[config.mk]
export PLATFORM = sky130hd
export DESIGN_NAME = recepcion_adc_flat
export DESIGN_NICKNAME = d
export VERILOG_FILES = /design/src/rtl/recepcion_adc_if.sv /design/src/rtl/recepcion_adc.sv /design/src/flat_wrapper.sv
export SDC_FILE = /design/constraint.sdc
export NUM_CORES = 1
export LEC_CHECK = 0
export ABC_AREA = 1
export ABC_CLOCK_PERIOD_IN_PS = 1430
export BUFFER_PORTS_ARGS = -buffer_cell sky130_fd_sc_hd__buf_4
export CELL_PAD_IN_SITES_DETAIL_PLACEMENT = 0
export CELL_PAD_IN_SITES_GLOBAL_PLACEMENT = 1
export CORE_ASPECT_RATIO = 1.25
export CORE_MARGIN = 1
export CORE_UTILIZATION = 42
export CTS_CLUSTER_SIZE = 25
export DETAILED_ROUTE_END_ITERATION = 10
export GPL_ROUTABILITY_DRIVEN = 0
export PLACE_DENSITY = 0.82
export SLEW_MARGIN = 25
export SYNTH_ARGS = -nofsm -noshare
export SYNTH_HDL_FRONTEND = slang
export SYNTH_SLANG_ARGS = --single-unit
[constraint.sdc]
create_clock -name CLK1MHz -period 1.43 [get_ports CLK1MHz]
set_input_delay 0 -clock CLK1MHz [delete_from_list [all_inputs] [get_ports CLK1MHz]]
set_output_delay 0 -clock CLK1MHz [all_outputs]
set_load 0.1 [all_outputs]
[src/rtl/recepcion_adc_if.sv]
`timescale 1ns/1ps
// Bundle of the ADC serial link and the parallel sample output of recepcion_adc.
// Signals: CS (chip select, active low), DinSerial (ADC data), DoutParalelo,
//          DatoListo (one-cycle strobe) and ErrorTrama (nonzero leading bits).
// master: the receiver drives CS and the sample outputs; slave: the ADC/consumer side.
interface recepcion_adc_if;
    logic        CS;
    logic        DinSerial;
    logic [11:0] DoutParalelo;
    logic        DatoListo;
    logic        ErrorTrama;

    modport master (
        output CS,
        input  DinSerial,
        output DoutParalelo,
        output DatoListo,
        output ErrorTrama
    );

    modport slave (
        input  CS,
        output DinSerial,
        input  DoutParalelo,
        input  DatoListo,
        input  ErrorTrama
    );
endinterface

[src/rtl/recepcion_adc.sv]
`timescale 1ns/1ps
// Serial-to-parallel receiver for a 12-bit ADC with a 16-bit frame (4 leading zeros + 12 data bits, MSB first).
// Latency: CS falls at edge k, bits sampled at k+1..k+16, sample and DatoListo published at edge k+17.
// No backpressure: DatoListo is a one-cycle strobe that the consumer must take when it fires.
// Ports: CLK1MHz (system and ADC serial clock), Reset (synchronous, active high),
//        Enable (level; repeats conversions every PERIODO cycles), bus (recepcion_adc_if.master).
module recepcion_adc #(
    parameter int unsigned PERIODO = 20   // frame start to frame start, legal 18..255
) (
    input  logic             CLK1MHz,
    input  logic             Reset,
    input  logic             Enable,
    recepcion_adc_if.master  bus
);

    typedef enum logic [1:0] {
        REPOSO   = 2'd0,
        TRAMA    = 2'd1,
        CARGA    = 2'd2,
        SILENCIO = 2'd3
    } estado_t;

    localparam logic [7:0] PER_FIN = 8'(PERIODO - 1);

    estado_t     state_q;
    logic [3:0]  bit_cnt_q;
    logic [7:0]  per_cnt_q;
    logic [15:0] sr_q;

    logic [15:0] sr_d;
    logic [7:0]  per_cnt_d;

    // Serial bit enters at the LSB, so after 16 shifts the first bit is at sr[15].
    assign sr_d      = {sr_q[14:0], bus.DinSerial};
    // Saturating so a long idle in REPOSO cannot wrap into a false period match.
    assign per_cnt_d = (per_cnt_q == 8'hFF) ? per_cnt_q : per_cnt_q + 8'd1;

    // Chip select is decoded straight from the state register: low only in TRAMA.
    assign bus.CS = (state_q != TRAMA);

    always_ff @(posedge CLK1MHz) begin
        if (Reset) begin
            state_q          <= REPOSO;
            bit_cnt_q        <= 4'd0;
            per_cnt_q        <= 8'd0;
            sr_q             <= 16'd0;
            bus.DoutParalelo <= 12'h000;
            bus.DatoListo    <= 1'b0;
            bus.ErrorTrama   <= 1'b0;
        end else begin
            bus.DatoListo <= 1'b0;
            per_cnt_q     <= per_cnt_d;

            case (state_q)
                REPOSO: begin
                    if (Enable) begin
                        state_q   <= TRAMA;
                        per_cnt_q <= 8'd0;
                    end
                end

                TRAMA: begin
                    sr_q <= sr_d;
                    if (bit_cnt_q == 4'd15) begin
                        bit_cnt_q <= 4'd0;
                        state_q   <= CARGA;
                    end else begin
                        bit_cnt_q <= bit_cnt_q + 4'd1;
                    end
                end

                CARGA: begin
                    // Data bits are published even when the leading nibble is corrupt;
                    // ErrorTrama flags the frame instead of suppressing it.
                    bus.DoutParalelo <= sr_q[11:0];
                    bus.ErrorTrama   <= (sr_q[15:12] != 4'd0);
                    bus.DatoListo    <= 1'b1;
                    state_q          <= SILENCIO;
                end

                SILENCIO: begin
                    // Period counter was cleared on TRAMA entry, so this match lands the
                    // next frame start exactly PERIODO cycles after the previous one.
                    if (per_cnt_q == PER_FIN) begin
                        if (Enable) begin
                            state_q   <= TRAMA;
                            per_cnt_q <= 8'd0;
                        end else begin
                            state_q   <= REPOSO;
                        end
                    end
                end

                default: state_q <= REPOSO;
            endcase
        end
    end

endmodule

[src/flat_wrapper.sv]
// flat-port wrapper written by rule: the top's interface ports become plain ports
module recepcion_adc_flat 
#(
    parameter int unsigned PERIODO = 20                                               
)
  (CLK1MHz, Reset, Enable, bus_CS, bus_DinSerial, bus_DoutParalelo, bus_DatoListo, bus_ErrorTrama);
  recepcion_adc_if bus_i ();
  input  logic CLK1MHz;
  input  logic Reset;
  input  logic Enable;
  output wire logic [$bits(bus_i.CS)-1:0] bus_CS;
  input wire logic [$bits(bus_i.DinSerial)-1:0] bus_DinSerial;
  output wire logic [$bits(bus_i.DoutParalelo)-1:0] bus_DoutParalelo;
  output wire logic [$bits(bus_i.DatoListo)-1:0] bus_DatoListo;
  output wire logic [$bits(bus_i.ErrorTrama)-1:0] bus_ErrorTrama;
  assign bus_CS = bus_i.CS;
  assign bus_i.DinSerial = bus_DinSerial;
  assign bus_DoutParalelo = bus_i.DoutParalelo;
  assign bus_DatoListo = bus_i.DatoListo;
  assign bus_ErrorTrama = bus_i.ErrorTrama;
  recepcion_adc #(.PERIODO(PERIODO)) u_core (.CLK1MHz(CLK1MHz), .Reset(Reset), .Enable(Enable), .bus(bus_i));
endmodule
After elaboration in Yosys (flattened, before gate mapping) --
Cells that the tools add are included.
Word-level totals: flip-flop bits (word level) 44, bits in latches 0, memory bits (writable) 0, bits in read-only memories 0, bits of input ports 4, output and inout port bits 15, memories kept 0
Operators by class: add/subtract/negate cells 2, multiply operators 0, divide/modulo/power cells 0, magnitude comparators 0, equal/unequal tests 10, shift-type cells 0, multiplexer cells 11, bitwise operators 0, reduce and logical (&&, ||, !) cells 3
Operator list (count):
- $mux W8 | 3
- $pmux W8 S2 | 1
- $add A8 B1 Y8 const B | 1
- $eq A8 B5 Y1 const B | 1
- $eq A8 B8 Y1 const B | 1
- $pmux W2 S4 | 1
- $mux W2 | 3
- $ne A2 B1 Y1 const B | 3
- $add A4 B1 Y4 const B | 1
- $eq A2 B2 Y1 const B | 2
- $eq A4 B4 Y1 const B | 1
- $mux W4 | 1
- $reduce_bool A4 Y1 | 1
- $reduce_and A3 Y1 | 1
- $eq A2 B1 Y1 const B | 1
- $logic_not A2 Y1 | 1
- $mux W1 | 2
- $ne A2 B2 Y1 const B | 1

Logic depth before layout (Yosys ltp) --
Gate-level depths: netlist of run 1.
depth after elaboration 5, gate-level depth with buffers 8, depth with buffers taken out 8

Least setup slack after synthesis of run 1 --
Ideal clock, no wire load.
kind register to register, start point reg u_core.state_q[1], end point reg u_core.bit_cnt_q[1], arrival time 1452 ps, slack -86 ps, cell stages (with the launch flop) 7, path buffers 1, clock period less this slack 1516 ps, cell sequence dfxtp_1 -> inv_1 -> ha_1 -> inv_2 -> buf_2 -> nor2_1 -> nor2_1
Between the ends: longest elaborated chain between the ends 1
RTL lines:
- start, declared | line recepcion_adc.sv:25 | estado_t state_q;
- start signal, assigned | line recepcion_adc.sv:43 | state_q <= REPOSO;
- start signal, assigned | line recepcion_adc.sv:57 | state_q <= TRAMA;
- start signal, assigned | line recepcion_adc.sv:66 | state_q <= CARGA;
- $eq A2 B1 Y1 | line recepcion_adc.sv:54 | case (state_q)
- end signal, assigned | line recepcion_adc.sv:68 | bit_cnt_q <= bit_cnt_q + 4'd1;
- end, declared | line recepcion_adc.sv:26 | logic [3:0] bit_cnt_q;
Every way passes these cells. A chain may end at the register's enable or synchronous reset.

Worst setup path after layout of run 1 --
start point reg u_core.per_cnt_q[0], end point reg u_core.per_cnt_q[5]
Between the ends: longest elaborated chain between the ends 5
RTL lines:
- start, declared | line recepcion_adc.sv:27 | logic [7:0] per_cnt_q;
- start signal, assigned | line recepcion_adc.sv:52 | per_cnt_q <= per_cnt_d;
- $add A8 B1 Y8 / $eq A8 B8 Y1 (equally long branches) | line recepcion_adc.sv:36 | assign per_cnt_d = (per_cnt_q == 8'hFF) ? per_cnt_q : per_cnt_q + 8'd1;
- $mux W8 | line recepcion_adc.sv:36
- $mux W8 | line recepcion_adc.sv:56, recepcion_adc.sv:85
- $mux W8 | line recepcion_adc.sv:84 | if (per_cnt_q == PER_FIN) begin
- $pmux W8 S2 (*) | line recepcion_adc.sv:54
Every way passes the cells marked *; elsewhere a longest branch is shown, timed or not.

==> results of run 1 <==
metal layers:
metal | part of all wire | GRT usage
met1 | 0.47 | 0.215
met2 | 0.48 | 0.274
met3 | 0.029 | 0.0407
met4 | 0.017 | 0.0614
met5 | 0 | 0
registers in the layout, indices dropped and copies added (netlist names):
name and flops:
u_core.sr_q 16, u_core.bus.ErrorTrama 1, u_core.per_cnt_q 8, u_core.bit_cnt_q 4
u_core.bus.DatoListo 1, u_core.state_q 2, u_core.bus.DoutParalelo 12
placed cells by master (no fill, tap or decap), drive strengths merged:
| cell type | count |
|---|---|
| ha | 6 |
| clkinv | 1 |
| nand2 | 17 |
| a211oi | 1 |
| xnor2 | 1 |
| o21ai | 34 |
| o21bai | 1 |
| buf | 26 |
| o211ai | 1 |
| nor2 | 78 |
| clkinvlp | 1 |
| xor2 | 2 |
| dfxtp | 44 |
| a21oi | 8 |
| nor3 | 2 |
| dlygate4sd3 | 2 |
| inv | 16 |
| nand3 | 8 |
| nand4 | 3 |
| nand3b | 1 |
| clkbuf | 7 |
| nor3b | 1 |
tightest hold or removal path, stage by stage:
cell and delay, ns:
buf_4 0.12, nand3_1 0.07, o211ai_1 0.08, nand3_1 0.08
a21oi_1 0.06
logic make-up (layout without fill, tap and decap cells):
group	count (synthesis)	count (layout)	share of synthesized area
and+or+nand+nor	110	110	0.285
xor gates and xnor gates	3	3	0.0143
AOI/OAI and AO/OA	45	45	0.127
buffers and inverters	25	53	0.0544
adders and majority gates	6	6	0.0408
DFF	44	44	0.479
how the worst max path moves through the flow:
| stage | startpoint | end | slack, ns | depth (start not counted) |
|---|---|---|---|---|
| after floorplan | u_core.state_q[1] | u_core.sr_q[4] | 0.1 | 6 |
| after global placement | u_core.state_q[0] | u_core.state_q[1] | 0.07 | 8 |
| after detailed placement | u_core.state_q[0] | u_core.state_q[1] | 0.04 | 8 |
| after CTS | u_core.state_q[1] | bus_CS | 0.002 | 4 |
| after global routing | u_core.per_cnt_q[1] | u_core.per_cnt_q[1] | 0.003 | 8 |
| final | u_core.per_cnt_q[0] | u_core.per_cnt_q[5] | 0.11 | 7 |
power by group through the flow:
stage	Combinational, mW	Clock (mW)	Sequential (mW)
after global placement	2.58	0	1.88
after CTS	2.65	0.837	1.87
after floorplan	1.14	0	2.76
after detailed placement	2.59	0	1.89
after global routing	2.88	0.888	1.93
final	2.65	0.798	1.88
layout make-up:
cell class | count | area, um2 | share of cell area
clock buffer | 7 | 86.3 | 0.0388
clock inverter | 1 | 7.51 | 0.00338
inverter | 17 | 63.8 | 0.0287
multi-input combinational | 164 | 876 | 0.394
sequential | 44 | 885 | 0.398
tap | 56 | 70.1 | 0.0315
timing repair buffer | 28 | 235 | 0.106
stage by stage:
stage / area, um2 / total power, mW
after CTS: 2200 / 5.35
after global routing: 2220 / 5.70
final: 2220 / 5.32
after detailed placement: 2070 / 4.48
after floorplan: 1840 / 3.90
after global placement: 2070 / 4.46
cells in the mapped netlist:
| master | instances | area, um2 |
|---|---|---|
| nand4_4 | 1 | 21.3 |
| o21bai_1 | 1 | 7.51 |
| inv_2 | 6 | 22.5 |
| nand3_1 | 8 | 40.0 |
| buf_2 | 5 | 25.0 |
| a211oi_1 | 1 | 7.51 |
| nor3_1 | 2 | 10.0 |
| inv_1 | 10 | 37.5 |
| nor3b_1 | 1 | 7.51 |
| nor2_1 | 68 | 255 |
| clkbuf_1 | 2 | 7.51 |
| ha_1 | 6 | 75.1 |
| clkinv_1 | 1 | 3.75 |
| nand3b_4 | 1 | 20.0 |
| o21ai_0 | 29 | 145 |
| xor2_1 | 2 | 17.5 |
| nand2_2 | 2 | 12.5 |
| dfxtp_1 | 44 | 881 |
| nand2_8 | 1 | 20.0 |
| buf_1 | 1 | 3.75 |
| a21oi_1 | 8 | 40.0 |
| nor2_4 | 2 | 22.5 |
| nand2_1 | 14 | 52.6 |
| nand4_1 | 2 | 12.5 |
| o211ai_1 | 1 | 7.51 |
| nor2_2 | 8 | 50.1 |
| o21ai_1 | 5 | 25.0 |
| xnor2_1 | 1 | 8.76 |
what timing repair did:
action / CTS / global route
pin swaps: 0 / 0
endpoints found under the hold margin: 6 / 0
setup buffers: 1 / 0
resized for setup: 2 / 7
hold buffers: 2 / 0
setup endpoints to repair: 1 / 32
==> results.yml, run 1 <==
outcome:
  status: "complete, no violations"
power_and_ir_drop:
  combPwrFrac: 0.497
  ir_worst_vdd_mv: 1.29
  power_density_nw_per_um2: 2390
  leakage_nw: 1.00
  p_switching_mw: 2.56
  internal_power_mw: 2.77
  p_seq_frac: 0.353
  power.clock.fraction: 0.150
  swShare: 0.480
hold_path:
  min-delay-start: "Enable"
  hp-class: "primary input to flop"
  worstHoldPathCells: 5
  min_to: "u_core.state_q[0]"
worst_setup_path:
  crit_path_end_kind: "flop"
  path_cells: "ha_1 -> nand2_1 -> inv_2 -> nand4_4 -> clkinv_1 -> nor2_1 -> nor2_2"
  critPathTopFamily: "simple AND/OR/NAND/NOR gates"
  crit_type: "flop to flop"
  critical_path_buf_inv_count: 2
  critPathLaunchType: "flop"
  crit_slowest_cell: "dfxtp_2"
  critPathMaxStageDelay_ns: 0.35
  cp_max_fo: 6
  reg2regPathDepth: 7
  required_ns: 1.62
  r2r_slack_ns: 0.11
  r2r_start: "u_core.per_cnt_q[0]"
  cp.arrival_ns: 1.51
  r2r-end: "u_core.per_cnt_q[5]"
layout:
  fin_nets: 270
  fill_cells: 419
  final_util: 0.538
  area_delta_synth_final_pct: 20.9
  layout-drive-gt1-share: 0.234
  n_antenna_cell: 0
  stdcell_count: 317
route:
  post-route-drc-count: 0
  vias: 1517
  routed_wl_mm: 3.49
  first_pass_iters: 4
  wire_per_inst_um: 11.0
  ant_nets: 0
  post_drt_via_cell_ratio: 4.79
  drt_iter0_drc: 65
timing:
  setup_tns_ns: 0
  skew_ns: 0.00517
  fin_crit_sh: 0.925
  worst_slack_ns: 0.108
  drv_slew: 0
  slew_headroom: 0.816
  final-hold-violation-count: 0
  max_freq_ghz: 0.756
  fin_crit_ns: 1.32
  rsz0062_at_grt: "no"
  tightest_slew_ns: 0.279
  setup_viol: 0
  worst_hold_slack_ns: 0.154
floorplan:
  rows: 26
  die_height_um: 76.0
  io_pins: 19
  initial_core_util: 0.445
  dieArea_um2: 4650
  die-width_um: 61.2
  core_um2: 4130
logic_synthesis:
  ys_warn_count: 0
  syn_nets: 243
  ys_seq_area_frac: 0.479
  netlist_area_um2: 1840
  ys_ff_latch: 44
  synth.distinct_cells: 28
  netlist_instances: 233
  syn_area_per_cell_um2: 7.89
clocking:
  htreeDepth: 2
  clkLatencyLatePin_ns: 0.29
  cts_tree: "done"
  root_buffer: "clkbuf_8"
  clockBufferDepth: 2
  clkTransAtPathRegs_ns: 0.08
  cts_inserted_buffers: 5
  cts.sinks: 44
global_routing:
  grt_antenna_before_repair: 0
  grt_usage: 0.170
  grt_remaining_overflow: 0
  grt_pass1_wl_mm: 6.09
  first_global_vias: 1414
  grt_max_degree: 22
placed_design:
  post-place-ws_ns: 0.0422
  dp.cells: 306
  dpl.hpwl_mm: 2.42
  io_buffers: 18
run:
  maxCapViolations: 0
Power figures use the tool's default switching activity.
==> run 2: changes to the inputs <==
--- a/config.mk
+++ b/config.mk
@@ -13,9 +13,11 @@
 export CORE_ASPECT_RATIO = 1.25
 export CORE_MARGIN = 1
 export CORE_UTILIZATION = 42
+export CTS_BUF_LIST = sky130_fd_sc_hd__clkbuf_8 sky130_fd_sc_hd__clkbuf_16
 export CTS_CLUSTER_SIZE = 25
 export DETAILED_ROUTE_END_ITERATION = 10
 export GPL_ROUTABILITY_DRIVEN = 0
+export GPL_TIMING_DRIVEN = 0
 export PLACE_DENSITY = 0.82
 export SLEW_MARGIN = 25
 export SYNTH_ARGS = -nofsm -noshare
==> constraint.sdc (replaced) <==
create_clock -name CLK1MHz -period 1.43 [get_ports CLK1MHz]
set_input_delay 0 -clock CLK1MHz [delete_from_list [all_inputs] [get_ports CLK1MHz]]
set_output_delay 0 -clock CLK1MHz [all_outputs]
set_load 0.05 [all_outputs]
==> results.yml, run 2 (synthesized netlist as in run 1, its figures left out) <==
timing:
  setup_viol: 0
  tightest_slew_ns: 0.227
  rsz0062_at_grt: "yes"
  max_freq_ghz: 0.757
  skew_ns: 0.00725
  drv_slew: 0
  fin_crit_sh: 0.924
  slew_headroom: 0.847
  fin_crit_ns: 1.32
  final-hold-violation-count: 0
placed_design:
  io_buffers: 18
  dpl.hpwl_mm: 2.44
layout:
  top_register: "u_core.sr_q"
  final_cell_mix: "nor2_1 (68), dfxtp_1 (43), o21ai_0 (28)"
  fin_nets: 270
  seq_area_um2: 882
  reg_top3: "u_core.sr_q: 16 flops, u_core.bus.DoutParalelo: 12 flops, u_core.per_cnt_q: 8 flops"
  fill_cells: 425
  largest_reg_flops: 16
  area_delta_synth_final_pct: 18.5
  final_common_cell: "nor2_1"
  final_util: 0.528
  n_antenna_cell: 0
  layout-drive-gt1-share: 0.226
  multi_input_area_um2: 868
floorplan:
  core_um2: 4130
  die_height_um: 76.0
  dieArea_um2: 4650
  rows: 26
  initial_core_util: 0.445
  io_pins: 19
  die-width_um: 61.2
global_routing:
  grt_max_degree: 18
  first_global_vias: 1487
  grt_usage: 0.178
  grt_pass1_wl_mm: 6.39
  grt_remaining_overflow: 0
  grt_antenna_before_repair: 0
worst_setup_path:
  cp_max_fo: 6
  reg2regPathDepth: 6
  cp.arrival_ns: 1.51
  critPathLaunchType: "flop"
  required_ns: 1.62
  crit_type: "flop to flop"
  crit_path_end_kind: "flop"
route:
  post-route-drc-count: 0
  wire_per_inst_um: 11.0
  first_pass_iters: 4
  drt_iter0_drc: 73
  post_drt_via_cell_ratio: 4.80
  ant_nets: 0
  routed_wl_mm: 3.49
  vias: 1522
clocking:
  root_buffer: "clkbuf_8"
  cts_tree: "done"
  clkLatencyLatePin_ns: 0.29
  clkTransAtPathRegs_ns: 0.08
  htreeDepth: 2
  cts_inserted_buffers: 5
  cts.sinks: 44
  clockBufferDepth: 2
run:
  maxCapViolations: 0
hold_path:
  worstHoldPathCells: 5
  hp-class: "primary input to flop"
power_and_ir_drop:
  ir_worst_vdd_mv: 1.03
  power_density_nw_per_um2: 2140
  leakage_nw: 1.00
  p_total_mw: 4.66
outcome:
  status: "complete, no violations"
run 2: cell types whose count changed in the layout (fill, tap and decap cells not counted), moves of 2 or more:
cell / delta
dfxtp_1: +2
dfxtp_2: -2
buf_4: -4
buf_2: +4
run 2: worst paths after layout:
kind | slack [ns] | start | end
setup / recovery | 0.11 | u_core.per_cnt_q[0] | u_core.per_cnt_q[0]
hold / removal | 0.16 | Enable | u_core.state_q[0]
setup reg to reg | 0.11 | u_core.per_cnt_q[0] | u_core.per_cnt_q[0]
hold reg to reg | 0.48 | u_core.bit_cnt_q[3] | u_core.bit_cnt_q[3]
run 2: layer usage:
| metal | wire length (um) | GRT usage | up-vias |
|---|---|---|---|
| li1 | - | - | 805 |
| met1 | 1610 | 0.219 | 691 |
| met2 | 1690 | 0.284 | 19 |
| met3 | 125 | 0.0509 | 7 |
| met4 | 65 | 0.0682 | 0 |
| met5 | 0 | 0 | - |
run 2: where the power goes:
part           internal, mW  switching [mW]  total (mW)  leakage (nW)
Combinational         0.688            1.34        2.03         0.588
Sequential             1.61           0.257        1.86         0.359
Clock                 0.379           0.383       0.762        0.0538
run 2: area by class of cell:
cell class	count	area share
multi-input combinational	164	0.398
tap	56	0.0321
timing repair buffer	21	0.0746
clock inverter	2	0.00344
inverter	17	0.0304
sequential	44	0.405
buffer	7	0.0184
clock buffer	6	0.0379
run 2: through the flow:
stage / worst slack [ns] / std cells / TNS [ns] / hold WS [ns] / area, um2
after floorplan: 0.0956 / 233 / 0 / 0.0691 / 1840
after global placement: -0.191 / 307 / -1.83 / 0.223 / 2040
after detailed placement: -0.203 / 307 / -1.89 / 0.228 / 2040
after CTS: 0.00363 / 317 / 0 / 0.157 / 2160
after global routing: -0.00146 / 317 / -0.00146 / 0.181 / 2180
final: 0.108 / 317 / 0 / 0.159 / 2180
run 2: what timing repair did:
action / in CTS / in global routing
gates resized for setup: 4 / 11
endpoints found under the setup margin: 12 / 37
setup buffers: 1 / 0
hold buffers: 2 / 0
hold endpoints to repair: 6 / 0
run 2: worst max-delay path: stages, from the launching register on:
cell and delay [ns]:
dfxtp_1 0.37, ha_1 0.20, nand2_1 0.11, inv_2 0.11, nand4_4 0.16, xnor2_1 0.21
nor2_2 0.05
==> run 3: changes to the inputs <==
--- a/config.mk
+++ b/config.mk
@@ -18,8 +18,8 @@
 export DETAILED_ROUTE_END_ITERATION = 10
 export GPL_ROUTABILITY_DRIVEN = 0
 export GPL_TIMING_DRIVEN = 0
-export PLACE_DENSITY = 0.82
-export SLEW_MARGIN = 25
+export PLACE_DENSITY_LB_ADDON = 0.12
+export SLEW_MARGIN = 20
 export SYNTH_ARGS = -nofsm -noshare
 export SYNTH_HDL_FRONTEND = slang
 export SYNTH_SLANG_ARGS = --single-unit
==> results.yml, run 3 (synthesized netlist as in run 1, its figures left out) <==
global_routing:
  grt_max_degree: 14
  grt_usage: 0.176
  grt_pass1_wl_mm: 6.15
  grt_remaining_overflow: 0
  first_global_vias: 1406
  grt_antenna_before_repair: 0
layout:
  fill_cells: 437
  n_antenna_cell: 0
  stdcell_count: 317
  top_register: "u_core.sr_q"
  reg_top3: "u_core.sr_q: 16 flops, u_core.bus.DoutParalelo: 12 flops, u_core.per_cnt_q: 8 flops"
  fin_nets: 271
  layout-drive-gt1-share: 0.234
  final_common_cell: "nor2_1"
  seq_area_um2: 883
  multi_input_area_um2: 870
  area_delta_synth_final_pct: 21.2
  final_util: 0.539
  final_cell_mix: "nor2_1 (68), dfxtp_1 (42), o21ai_0 (27)"
  largest_reg_flops: 16
clocking:
  clkLatencyLatePin_ns: 0.29
  cts.sinks: 44
  clkTransAtPathRegs_ns: 0.08
  cts_tree: "done"
  clockBufferDepth: 2
  cts_inserted_buffers: 5
  root_buffer: "clkbuf_8"
  htreeDepth: 2
timing:
  drv_slew: 0
  rsz0062_at_grt: "no"
  fin_crit_sh: 0.920
  fin_crit_ns: 1.32
  skew_ns: 0.00725
  setup_viol: 0
  worst_hold_slack_ns: 0.161
  tightest_slew_ns: 0.222
  worst_slack_ns: 0.114
  final-hold-violation-count: 0
  max_freq_ghz: 0.760
  slew_headroom: 0.851
power_and_ir_drop:
  ir_worst_vdd_mv: 1.36
  power_density_nw_per_um2: 2260
  leakage_nw: 1.01
run:
  maxCapViolations: 0
route:
  vias: 1487
  wire_per_inst_um: 11.5
  detailroute.wirelength.met3_um: 104
  post-route-drc-count: 0
  wl_met1_mm: 1.70
  top_layer_used: "met4"
  drt_iter0_drc: 65
  first_pass_iters: 4
  wl_met2_mm: 1.79
  post_drt_via_cell_ratio: 4.69
  routed_wl_mm: 3.66
  ant_nets: 0
placed_design:
  dpl.hpwl_mm: 2.57
  io_buffers: 18
  dp.cells: 307
  post-place-ws_ns: -0.251
hold_path:
  hp-class: "primary input to flop"
worst_setup_path:
  critPathLaunchType: "flop"
  required_ns: 1.64
  crit_path_end_kind: "flop"
  cp.arrival_ns: 1.52
  cp_max_fo: 10
  crit_type: "flop to flop"
outcome:
  status: "complete, no violations"
floorplan:
  io_pins: 19
  rows: 26
  initial_core_util: 0.445
  die_height_um: 76.0
  core_um2: 4130
  die-width_um: 61.2
  dieArea_um2: 4650
run 3: metal layers:
| metal | global-route usage | up-vias |
|---|---|---|
| li1 | - | 802 |
| met2 | 0.296 | 12 |
| met5 | 0 | - |
| met1 | 0.208 | 667 |
| met3 | 0.0424 | 6 |
| met4 | 0.0682 | 0 |
run 3: timing repair:
item | 4_1_cts | 5_1_grt
endpoints found under the setup margin | 12 | 31
hold buffers | 2 | 0
endpoints found under the hold margin | 6 | 0
gates resized for setup | 5 | 10
buffers inserted | 2 | 0
run 3: worst max-delay path, cell delays in order, from the launching register on:
cell and delay, ns:
dfxtp_1 0.35, inv_1 0.11, ha_2 0.28, clkbuf_4 0.24, a21oi_1 0.08, a211oi_1 0.17
run 3: through the flow:
| stage | setup TNS, ns | total power, mW | instance area [um2] |
|---|---|---|---|
| 2_1_floorplan | 0 | 3.35 | 1840 |
| 3_3_place_gp | -2.25 | 3.86 | 2040 |
| 3_5_place_dp | -2.11 | 3.88 | 2040 |
| 4_1_cts | 0 | 5.05 | 2210 |
| 5_1_grt | 0 | 5.39 | 2230 |
| 6_report | 0 | 5.04 | 2230 |
run 3: report_power, final:
part | total (mW) | internal, mW | switching [mW]
clock | 1.09 | 0.687 | 0.407
sequential | 1.87 | 1.61 | 0.259
combinational | 2.07 | 0.710 | 1.36
total | 5.04 | 3.01 | 2.03
run 3: cell type report:
| class | count | share of cell area |
|---|---|---|
| clock inverter | 2 | 0.0270 |
| multi-input combinational | 164 | 0.390 |
| sequential | 44 | 0.396 |
| tap | 56 | 0.0314 |
| clock buffer | 5 | 0.0309 |
| timing repair buffer | 22 | 0.0764 |
| buffer | 7 | 0.0180 |
| inverter | 17 | 0.0298 |
run 3: path summary, 6_finish.rpt:
path | slack (ns) | cells after the start | startpoint | to
min | 0.16 | 5 | Enable | u_core.state_q[0]
min reg2reg | 0.49 | 2 | u_core.bit_cnt_q[3] | u_core.bit_cnt_q[3]
max | 0.11 | 5 | u_core.state_q[1] | u_core.bit_cnt_q[0]
max reg2reg | 0.11 | 5 | u_core.state_q[1] | u_core.bit_cnt_q[0]
